==> src/rtl/mem_arbiter.sv <==
// rtl/mem_arbiter.sv - two-requester single-port RAM arbiter, IDLE/ACCESS/DONE handshake.
// Define MEM_ARBITER_RR_EN for round-robin arbitration; otherwise m0 has fixed priority.
module mem_arbiter #(
    parameter int XLEN = 32
) (
    input  logic            clk,
    input  logic            reset,
    input  logic            m0_req,
    input  logic [XLEN-1:0] m0_addr,
    input  logic [XLEN-1:0] m0_wdata,
    input  logic [3:0]      m0_wmask,
    output logic [XLEN-1:0] m0_rdata,
    output logic            m0_ack,
    input  logic            m1_req,
    input  logic [XLEN-1:0] m1_addr,
    input  logic [XLEN-1:0] m1_wdata,
    input  logic [3:0]      m1_wmask,
    output logic [XLEN-1:0] m1_rdata,
    output logic            m1_ack,
    output logic [XLEN-1:0] mem_addr,
    output logic [XLEN-1:0] mem_wdata,
    output logic [3:0]      mem_wmask,
    output logic            mem_rstrb,
    input  logic [XLEN-1:0] mem_rdata
);

    typedef enum logic [1:0] {
        ST_IDLE   = 2'd0,
        ST_ACCESS = 2'd1,
        ST_DONE   = 2'd2
    } state_t;

    state_t            r_state;
    state_t            w_next;
    logic              r_win;
    logic [XLEN-1:0]   r_addr;
    logic [XLEN-1:0]   r_wdata;
    logic [3:0]        r_wmask;
    logic              w_any;
    logic              w_pick;
    logic              w_grant;

    assign w_any   = m0_req | m1_req;
    assign w_grant = (r_state == ST_IDLE) && w_any;

`ifdef MEM_ARBITER_RR_EN
    logic r_last;

    // Reset value 1 makes m0 the first winner on contention.
    always_ff @(posedge clk or posedge reset) begin
        if (reset)
            r_last <= 1'b1;
        else if (w_grant)
            r_last <= w_pick;
    end

    assign w_pick = (m0_req && m1_req) ? ~r_last : m1_req;
`else
    assign w_pick = ~m0_req;
`endif

    always_ff @(posedge clk or posedge reset) begin
        if (reset)
            r_state <= ST_IDLE;
        else
            r_state <= w_next;
    end

    always_comb begin
        w_next = r_state;
        case (r_state)
            ST_IDLE:   if (w_any) w_next = ST_ACCESS;
            ST_ACCESS: w_next = ST_DONE;
            ST_DONE:   w_next = ST_IDLE;
            default:   w_next = ST_IDLE;
        endcase
    end

    always_ff @(posedge clk or posedge reset) begin
        if (reset) begin
            r_win   <= 1'b0;
            r_addr  <= '0;
            r_wdata <= '0;
            r_wmask <= 4'b0000;
        end else if (w_grant) begin
            r_win   <= w_pick;
            r_addr  <= w_pick ? m1_addr  : m0_addr;
            r_wdata <= w_pick ? m1_wdata : m0_wdata;
            r_wmask <= w_pick ? m1_wmask : m0_wmask;
        end
    end

    // Outputs decode from the state alone, so reset clears every strobe asynchronously.
    always_comb begin
        mem_addr  = '0;
        mem_wdata = '0;
        mem_wmask = 4'b0000;
        mem_rstrb = 1'b0;
        m0_ack    = 1'b0;
        m1_ack    = 1'b0;
        m0_rdata  = '0;
        m1_rdata  = '0;
        case (r_state)
            ST_ACCESS: begin
                mem_addr  = r_addr;
                mem_wdata = r_wdata;
                mem_wmask = r_wmask;
                mem_rstrb = (r_wmask == 4'b0000);
            end
            ST_DONE: begin
                if (r_win) begin
                    m1_ack   = 1'b1;
                    m1_rdata = (r_wmask == 4'b0000) ? mem_rdata : '0;
                end else begin
                    m0_ack   = 1'b1;
                    m0_rdata = (r_wmask == 4'b0000) ? mem_rdata : '0;
                end
            end
            default: ;
        endcase
    end

endmodule

==> config.mk <==
export PLATFORM = sky130hd
export DESIGN_NAME = mem_arbiter
export DESIGN_NICKNAME = d
export VERILOG_FILES = /design/src/rtl/mem_arbiter.sv
export SDC_FILE = /design/constraint.sdc
export NUM_CORES = 1
export LEC_CHECK = 0
export ABC_AREA = 1
export BUFFER_PORTS_ARGS = -buffer_cell sky130_fd_sc_hd__buf_2
export CORE_AREA = 2 2 120 122
export DETAILED_ROUTE_END_ITERATION = 10
export DIE_AREA = 0 0 122 124
export GPL_TIMING_DRIVEN = 0
export PLACE_DENSITY = 0.65
export SYNTH_ARGS = -nofsm -noshare
export SYNTH_HDL_FRONTEND = slang
export SYNTH_SLANG_ARGS = --single-unit
==> constraint.sdc <==
create_clock -name clk -period 2 [get_ports clk]
set_input_delay 0 -clock clk [delete_from_list [all_inputs] [get_ports clk]]
set_output_delay 0 -clock clk [all_outputs]
set_load 0.03 [all_outputs]
==> run metrics, run 1 <==
CP max FO 10; number of synthesized flops with an enable pin 0; simple-gate portion of the synthesized area 0.4932; die height 124 um; Startpoint Class flip-flop; FF-to-FF setup slack 0.63 ns; Num CTS Buffers 9; Synthesized Nets 957; Worst Clk Skew 0.004727 ns; Final Instance Count excl. Fillers around 1,400; postcts setup bufs 0; critical path class flip-flop to output port; Placed Area 6389 um2; register area share after synthesis 0.3857; initial antenna violation count 1; GP Congestion approximately 0.81; min Tclk post-route 1.805 ns; Syn Inst Count 785; top_reg_cell synth dfrtp_1; Hold Crit Endpoint r_addr[30]; placed insts about 1,300; Synth Area in Compound Gates 0; WHS Path Cells 5; Worst Hold Class input pin to flip-flop; worst vdd ir 0.5972 mV; Core Util, Final 0.5869; detailed-route wire length between 15 and 20 mm; fin crit share 0.9027; synthesis-stage register bit count roughly 70; reg2reg path depth 3; Total Routing Usage GR 0.2423; Setup Viol. Count Final 0; Initial Utilization 0.3358; pin count of the biggest net entering global routing around 40; Slew @ Worst Pin slightly below 0.5 ns; Synth area leader dfrtp_1; Leak Pwr 4.918 nW; Post-synth top cells nand2_1, nor2_1, inv_1; clk sinks between 70 and 80; post-synth top area share 0.3857; Worst R2R Start r_state[0]; clock-pin slew on the worst setup and hold paths 0.06 ns; Design Area, Final 8051 um2; PortBufs 305; Post-Synth XOR/XNOR Area 0; GR Overflow Total 0; most frequent cell after synthesis nand2_1; CTS root buf clkbuf_16; Data required, critical path 2.00 ns; Syn-to-layout area delta 74.77%; largest family of logic cells by synthesized area simple AND/OR/NAND/NOR gates; Core Footprint 13,720 um2; final hold violations 0; Yosys cell types 14; async set-reset flop share out of synthesis 1.000; Synth area leaders dfrtp_1, nand2_1, nor2_1; CP endpoint kind output port; post-synthesis mux area share 0; Max-Cap Viols 0; DIE WIDTH approximately 120 um; Max H-tree Level 3; CP Data Arrival Time 1.81 ns; fmax ~550 MHz; number of global-route vias before repair roughly 6,000; die footprint between 15,000 and 20,000 um2; status complete, no violations; Nets between 1,000 and 1,500; Power Total 9.134 mW; Slew HR 0.6762; Row Count 43; RSZ-0062 raised after global routing false; Clock Tree Buf Depth 2; Post-Syn Area between 4000 and 5000 um2; global-route wire length before repair ~29 mm; vias per cell 4.412; DRC 0; First-pass DRT Iterations 4; DRT iter0 DRCs roughly 290; hold path start m0_addr[30]; TNS Setup 0 ns; Via Count 6,265; Pwr Density 1134 nW/um2; max-slew violation count 0; Clk Latency, worst-skew pair 0.33 ns; layout cells sized above 1 0.2984; Ys Warns 0; CTS tree done; WL/cell around 13 um; RR Endpoint r_state[1]; DP Wirelength 13.01 mm; post-route ant nets 0; Ant. Diodes 0; average cell area after synthesis 5.869 um2; I/O pins roughly 300; Post-Synth Adder-Cell Area 0
## kinds of logic (layout without fill, tap and decap cells)
group,after synthesis,in the layout
AND/OR/NAND/NOR,589,589
flip-flops,71,71
buffers and inverters,125,580
## how the worst max path moves through the flow
stage / slack (ns) / cells past startpoint / startpoint / end
detailed placement: 0.51 / 4 / r_state[0] / mem_addr[30]
floorplan: 0.20 / 1 / reset / r_addr[0]
finish: 0.19 / 5 / r_wmask[0] / m1_rdata[9]
global placement: -0.86 / 2 / reset / r_wdata[9]
CTS: 0.14 / 4 / r_state[0] / mem_addr[30]
global route: 0.06 / 4 / r_state[0] / mem_addr[30]
## cell usage in the layout, fill, tap and decap left out
cell type,count
bufinv_16,2
clkbuf_16,9
buf_4,7
clkinvlp_4,3
inv_4,2
buf_16,1
nor2_2,3
buf_2,335
nand2_1,415
buf_6,3
dlygate4sd3_1,134
clkbuf_8,1
inv_2,1
inv_1,74
nand2_2,2
nor2_1,135
nand3_1,33
nor2_4,1
clkbuf_1,8
dfrtp_1,71
## state kept, by name (all words and copies together) (netlist names)
signal / count
r_addr: 32
r_wmask: 4
r_wdata: 32
r_win: 1
r_state: 2
## worst max-delay path: stages (launching register included)
cell and delay [ns]:
dfrtp_1 0.40, nor2_2 0.28, buf_2 0.27, nand3_1 0.16, nor2_1 0.16, buf_2 0.22
## per-stage QoR
step,setup WS (ns),hold slack (ns)
after floorplan,0.2034,0.1453
after global placement,-0.8609,0.2882
after detailed placement,0.5058,0.04727
after CTS,0.1395,0.001945
after global routing,0.06061,0.02682
final,0.1946,0.003864
## layer usage
layer / vias up / track usage / routed length (um)
met5: - / 0 / 13
met2: 229 / 0.4797 / 9916
li1: 3186 / - / -
met3: 35 / 0.05311 / 1292
met1: 2813 / 0.2486 / 6989
met4: 2 / 0.08477 / 354
## timing repair
| item | 4_1_cts | 5_1_grt |
|---|---|---|
| hold endpoints to repair | 99 | 0 |
| hold buffers | 134 | 0 |
| gates resized for setup | 0 | 0 |
## report_power, final
group          internal (mW)  total (mW)  switching (mW)
Combinational           1.58        4.91            3.33
Clock                   1.12        1.74           0.622
Sequential              2.12        2.49           0.372
Total                   4.81        9.13            4.32
## final cells by class
cell class / instances / area, um2
Fill cell: 1312 / 5668
Timing Repair Buffer: 440 / 2895
Multi-Input combinational cell: 589 / 2272
Sequential cell: 71 / 1777
Inverter: 77 / 294.0
Buffer: 48 / 266.5
Clock buffer: 10 / 239.0
Tap cell: 180 / 225.2
Clock inverter: 5 / 82.58
Note: power is estimated with default switching activity, not from simulation.
==> run 2, diff against run 1 <==
- ABC_AREA: 1 -> unset
- CORE_AREA: 2 2 120 122 -> 2 2 119 121
- DIE_AREA: 0 0 122 124 -> 0 0 121 123
==> run metrics, run 2 <==
Core Footprint 13,610 um2 (was 13,720 um2); most frequent cell after synthesis mux2_2 (was nand2_1); I/O pins 307 (unchanged); Yosys cell types 19 (was 14); CP max FO 10 (unchanged); CTS root buf clkbuf_16 (unchanged); met1 global-route usage 0.1859 (was 0.2486); Synth area leaders dfrtp_1, mux2_2, and2_1 (was dfrtp_1, nand2_1, nor2_1); initial antenna violation count 0 (was 1); met3 Track Usage GR 0.03828 (was 0.05311); Post-Syn Area 4394 um2 (was 4607 um2); CTS tree done (unchanged); Setup Viol. Count Final 0 (unchanged); Regs by FF count r_addr: 32 flops, r_wdata: 32 flops, r_wmask: 4 flops (unchanged); DIE WIDTH 121 um (was 122 um); synthesis-stage register bit count 71 (unchanged); Syn-to-layout area delta 48.95% (was 74.77%); most used routing layer met2 (unchanged); Syn Inst Count 405 (was 785); Total Routing Usage GR 0.1758 (was 0.2423); top_reg_cell synth dfrtp_1 (unchanged); First-pass DRT Iterations 4 (unchanged); Leak Pwr 3.391 nW (was 4.918 nW); post-route ant nets 0 (unchanged); DRT iter0 DRCs 91 (was 287); fmax 516.9 MHz (was 553.9 MHz); vias per cell 4.593 (was 4.412); global-route wire length before repair 20.35 mm (was 28.53 mm); Post-synth top cells mux2_2, and2_1, dfrtp_1 (was nand2_1, nor2_1, inv_1); layout cells sized above 1 0.6566 (was 0.2984); most common cell after layout, fill and taps aside buf_2 (was nand2_1); critical path class flip-flop to output port (unchanged); Pwr Density 1373 nW/um2 (was 1134 nW/um2); CP Data Arrival Time 1.93 ns (was 1.81 ns); DRC 0 (unchanged); Synthesized Nets 577 (was 957); crit-path cells or4_4 -> nor2_4 -> buf_6 -> and2_1 -> buf_2 (was nor2_2 -> buf_2 -> nand3_1 -> nor2_1 -> buf_2); DP Wirelength 11.02 mm (was 13.01 mm); Data required, critical path 2.00 ns (about the same); Max-Cap Viols 0 (unchanged); average cell area after synthesis 10.85 um2 (was 5.869 um2); PortBufs 305 (unchanged); Worst Hold Class input pin to flip-flop (unchanged); die height 123 um (was 124 um); Slew HR 0.4114 (was 0.6762); Clock Tree Buf Depth 2 (unchanged); Clk Latency, worst-skew pair 0.33 ns (about the same); Max H-tree Level 3 (unchanged); worst vdd ir 0.5751 mV (was 0.5972 mV); Worst Clk Skew 0.007473 ns (was 0.004727 ns); Synth area leader dfrtp_1 (unchanged); register area share after synthesis 0.4043 (was 0.3857); min Tclk post-route 1.935 ns (was 1.805 ns); slowest cell on the critical path or4_4 (was dfrtp_1); Ys Warns 0 (unchanged); Core Util, Final 0.4808 (was 0.5869); CP endpoint kind output port (unchanged); die footprint 14,880 um2 (was 15,130 um2); pin count of the biggest net entering global routing 72 (was 41); Via Count 4,170 (was 6,265); RSZ-0062 raised after global routing true (was false); CP bufs+invs 2 (unchanged); most frequent cells in the layout buf_2, mux2_2, and2_1 (was nand2_1, buf_2, nor2_1); GP Congestion 0.9280 (was 0.8072); Ant. Diodes 0 (unchanged); Slew @ Worst Pin 0.8830 ns (was 0.4857 ns); postcts setup bufs 0 (unchanged); met2 GRT Util 0.3413 (was 0.4797); async set-reset flop share out of synthesis 1.000 (unchanged); number of global-route vias before repair 4,132 (was 6,025); clock-pin slew on the worst setup and hold paths 0.06 ns (about the same); Critical Path Max Stage Delay 0.60 ns (was 0.40 ns); number of synthesized flops with an enable pin 0 (unchanged); Startpoint Class flip-flop (unchanged); detailed-route wire length 13.85 mm (was 18.57 mm); cell family with most CP delay simple AND/OR/NAND/NOR gates (unchanged); post-synth top area share 0.4043 (was 0.3857); WL/cell 15.26 um (was 13.08 um); clk sinks 71 (unchanged); Row Count 43 (unchanged); WHS 0.02708 ns (was 0.003864 ns); Nets 895 (was 1,408); GR Overflow Total 0 (unchanged); max-slew violation count 0 (unchanged); Num CTS Buffers 9 (unchanged); final hold violations 0 (unchanged); Initial Utilization 0.3228 (was 0.3358); fin crit share 0.9673 (was 0.9027); status complete, no violations (unchanged)
==> run 2: changes by cell type after synthesis, moves of 3 or more <==
cell and change:
clkbuf_1 +6, mux2_4 +9, buf_2 -21, nand3_1 -33, and2_1 +93, nand2_1 -395
nor2_2 -3, mux2_2 +127, nor2_1 -92, inv_1 -72, buf_4 -6
==> run 2: timing repair <==
| action | in CTS | in global routing |
|---|---|---|
| hold buffers | 2 | 0 |
| hold endpoints to repair | 72 | 0 |
| setup endpoints to repair | 89 | 58 |
| resized for setup | 7 | 8 |
| pin swaps | 0 | 2 |
==> run 2: through the flow <==
stage | instances | worst slack [ns] | cell area (um2) | total power [mW] | setup TNS (ns)
finish | 908 | 0.06545 | 6545 | 8.985 | 0
CTS | 908 | 0.0004394 | 6516 | 9.091 | 0
detailed placement | 890 | 0.09571 | 6148 | 7.285 | 0
global route | 908 | -0.01214 | 6545 | 9.540 | -0.02369
global placement | 890 | -0.6881 | 6146 | 7.155 | -48.43
floorplan | 405 | 0.2034 | 4394 | 5.909 | 0
==> run 2: kinds of logic (layout without fill, tap and decap cells) <==
logic type | after synthesis | count (layout) | share of synthesized area
muxes | 136 | 136 | 0.3562
DFF | 71 | 71 | 0.4043
AOI/OAI and AO/OA | 3 | 3 | 0.003987
buffers and inverters | 34 | 357 | 0.04100
and+or+nand+nor | 161 | 161 | 0.1945
==> run 2: final timing paths <==
path | start | to | slack (ns) | depth (start not counted)
min reg2reg | r_addr[16] | r_addr[16] | 0.49 | 1
max reg2reg | r_state[1] | r_wdata[4] | 0.30 | 6
max in group asynchronous | reset | r_wdata[24] | 1.01 | 3
min | m1_wdata[17] | r_wdata[17] | 0.03 | 3
min in group asynchronous | reset | r_addr[1] | 0.39 | 3
max | r_wmask[2] | m1_rdata[23] | 0.07 | 5
==> run 2: area by class of cell <==
type / instances / area [um2]
Timing Repair Buffer: 307 / 1556
Clock inverter: 5 / 81.33
Clock buffer: 11 / 242.7
Tap cell: 180 / 225.2
Buffer: 31 / 178.9
Fill cell: 1281 / 7067
Inverter: 3 / 13.76
Multi-Input combinational cell: 300 / 2470
Sequential cell: 71 / 1777
==> run 2: power breakdown <==
part	leakage [nW]	total (mW)	internal (mW)	switching, mW
clock network	0.156	1.72	1.13	0.597
logic	2.41	4.70	2.00	2.70
registers	0.830	2.56	2.19	0.376
total	3.39	8.99	5.31	3.68
==> run 2: metal layers <==
metal	vias up	share of wire
met5	-	0
met4	0	0.021
met3	26	0.063
met2	190	0.54
met1	1978	0.38
li1	1976	-
==> run 2: worst reg2reg max path, cell delays in order (launching register included) <==
cell,delay [ns]
dfrtp_1,0.42
nor2_1,0.19
o21a_1,0.16
buf_6,0.14
buf_6,0.17
buf_6,0.19
mux2_4,0.31
==> run 3, diff against run 2 <==
- SETUP_SLACK_MARGIN: unset -> 0.15
==> run metrics, run 3 (same netlist as run 2, synthesis figures left out) <==
Leak Pwr 3.490 nW (was 3.391 nW); clk sinks 71 (unchanged); Core Footprint 13,610 um2 (unchanged); Slew @ Worst Pin 0.8937 ns (was 0.8830 ns); DP Wirelength 11.02 mm (unchanged); Startpoint Class flip-flop (unchanged); Worst Hold Class input pin to flip-flop (unchanged); most common cell after layout, fill and taps aside buf_2 (unchanged); GR Overflow Total 0 (unchanged); Nets 901 (was 895); placed insts 890 (unchanged); DIE WIDTH 121 um (unchanged); vias per cell 4.640 (was 4.593); Clock Tree Buf Depth 2 (unchanged); Regs by FF count r_addr: 32 flops, r_wdata: 32 flops, r_wmask: 4 flops (unchanged); die height 123 um (unchanged); WHS Path Cells 3 (unchanged); Total Routing Usage GR 0.1803 (was 0.1758); I/O pins 307 (unchanged); final hold violations 0 (unchanged); fmax 521.7 MHz (was 516.9 MHz); detailed-route wire length 14.40 mm (was 13.85 mm); min Tclk post-route 1.917 ns (was 1.935 ns); DRT iter0 DRCs 124 (was 91); Num CTS Buffers 9 (unchanged); PortBufs 305 (unchanged); Max H-tree Level 3 (unchanged); Max-Cap Viols 0 (unchanged); cell family with most CP delay simple AND/OR/NAND/NOR gates (unchanged); Row Count 43 (unchanged); critical path class flip-flop to output port (unchanged); crit-path cells or4_4 -> nor2_4 -> buf_6 -> and2_4 -> buf_6 (was or4_4 -> nor2_4 -> buf_6 -> and2_1 -> buf_2); Worst Clk Skew 0.004179 ns (was 0.007473 ns); DRC 0 (unchanged); First-pass DRT Iterations 4 (unchanged); die footprint 14,880 um2 (unchanged); CP Data Arrival Time 1.92 ns (was 1.93 ns); most used cell along the critical path buf_6; CTS root buf clkbuf_16 (unchanged); layout cells sized above 1 0.6975 (was 0.6566); slowest cell on the critical path or4_4 (unchanged); most frequent cells in the layout buf_2, mux2_2, and2_1 (unchanged); status complete, no violations (unchanged); number of global-route vias before repair 4,242 (was 4,132); Via Count 4,246 (was 4,170); Initial Utilization 0.3228 (unchanged); Setup WS pre-CTS 0.09571 ns (unchanged); global-route wire length before repair 20.85 mm (was 20.35 mm); Critical Path Max Stage Delay 0.57 ns (was 0.60 ns); Worst path depth 5 (unchanged); Final Instance Count excl. Fillers 915 (was 908); Clk Latency, worst-skew pair 0.33 ns (about the same); clock-pin slew on the worst setup and hold paths 0.06 ns (about the same); CP bufs+invs 2 (unchanged); Slew HR 0.4042 (was 0.4114); pin count of the biggest net entering global routing 72 (unchanged); CTS tree done (unchanged); post-route ant nets 0 (unchanged); Pwr Density 1336 nW/um2 (was 1373 nW/um2); Data required, critical path 2.00 ns (about the same); CP max FO 5 (was 10); RSZ-0062 raised after global routing true (unchanged); WL/cell 15.73 um (was 15.26 um); GP Congestion 0.9280 (unchanged); Syn-to-layout area delta 55.38% (was 48.95%); CP endpoint kind output port (unchanged); TNS Setup 0 ns (unchanged); Setup Viol. Count Final 0 (unchanged); reg2reg path depth 6 (unchanged); worst vdd ir 0.5743 mV (was 0.5751 mV); final worst slack 0.08328 ns (was 0.06545 ns); WHS 0.02656 ns (was 0.02708 ns); fin crit share 0.9584 (was 0.9673); max-slew violation count 0 (unchanged); initial antenna violation count 0 (unchanged)
run 3: changes by cell type in the layout (fill, tap and decap cells not counted), sizes merged:
cell / previous run / this run
buf: 318 / 327
clkbuf: 29 / 26
diode: 0 / 1
run 3: layout make-up:
class | count | area, um2
flip-flops and latches | 71 | 1778
well taps | 180 | 225.2
clock buffers | 11 | 242.7
plain buffers | 31 | 198.9
inverters | 3 | 13.76
clock inverters | 5 | 81.33
fillers | 1235 | 6784
repair buffers | 313 | 1759
multi-input cells | 300 | 2526
diodes | 1 | 2.502
run 3: stage by stage:
step                power, mW  utilization  cell area (um2)
floorplan               5.909            -             4394
global placement        7.155       0.4515             6146
detailed placement      7.285       0.4517             6148
CTS                     9.156       0.4950             6738
global route            9.673       0.5014             6825
finish                  9.124       0.5016             6828
run 3: tightest hold or removal path: stages:
cell and delay (ns):
buf_2 0.07, mux2_2 0.12, mux2_2 0.13
run 3: path summary, 6_finish.rpt:
check	from	end	slack, ns
setup / recovery	r_wmask[1]	m1_rdata[15]	0.08
hold / removal	m1_wdata[17]	r_wdata[17]	0.03
setup reg to reg	r_state[1]	r_wdata[4]	0.30
hold reg to reg	r_addr[16]	r_addr[16]	0.49
max in group asynchronous	reset	r_wmask[1]	0.95
min in group asynchronous	reset	r_addr[1]	0.39
run 3: where the power goes:
part / internal (mW) / leakage (nW) / switching, mW
Combinational: 2.09 / 2.51 / 2.73
Clock: 1.13 / 0.156 / 0.608
Sequential: 2.19 / 0.829 / 0.383
run 3: per-layer routing:
metal	vias up	GRT usage	share of wire
met5	-	0	0
met4	0	0.06541	0.022
met3	29	0.04013	0.062
met2	192	0.3490	0.54
met1	2031	0.1899	0.38
li1	1994	-	-
run 3: repair_timing:
item,4_1_cts,5_1_grt
endpoints found under the setup margin,127,96
buffers inserted,3,1
pin swaps,9,5
hold endpoints to repair,72,0
hold buffers,2,0
gates cloned,1,1
gates resized for setup,71,48
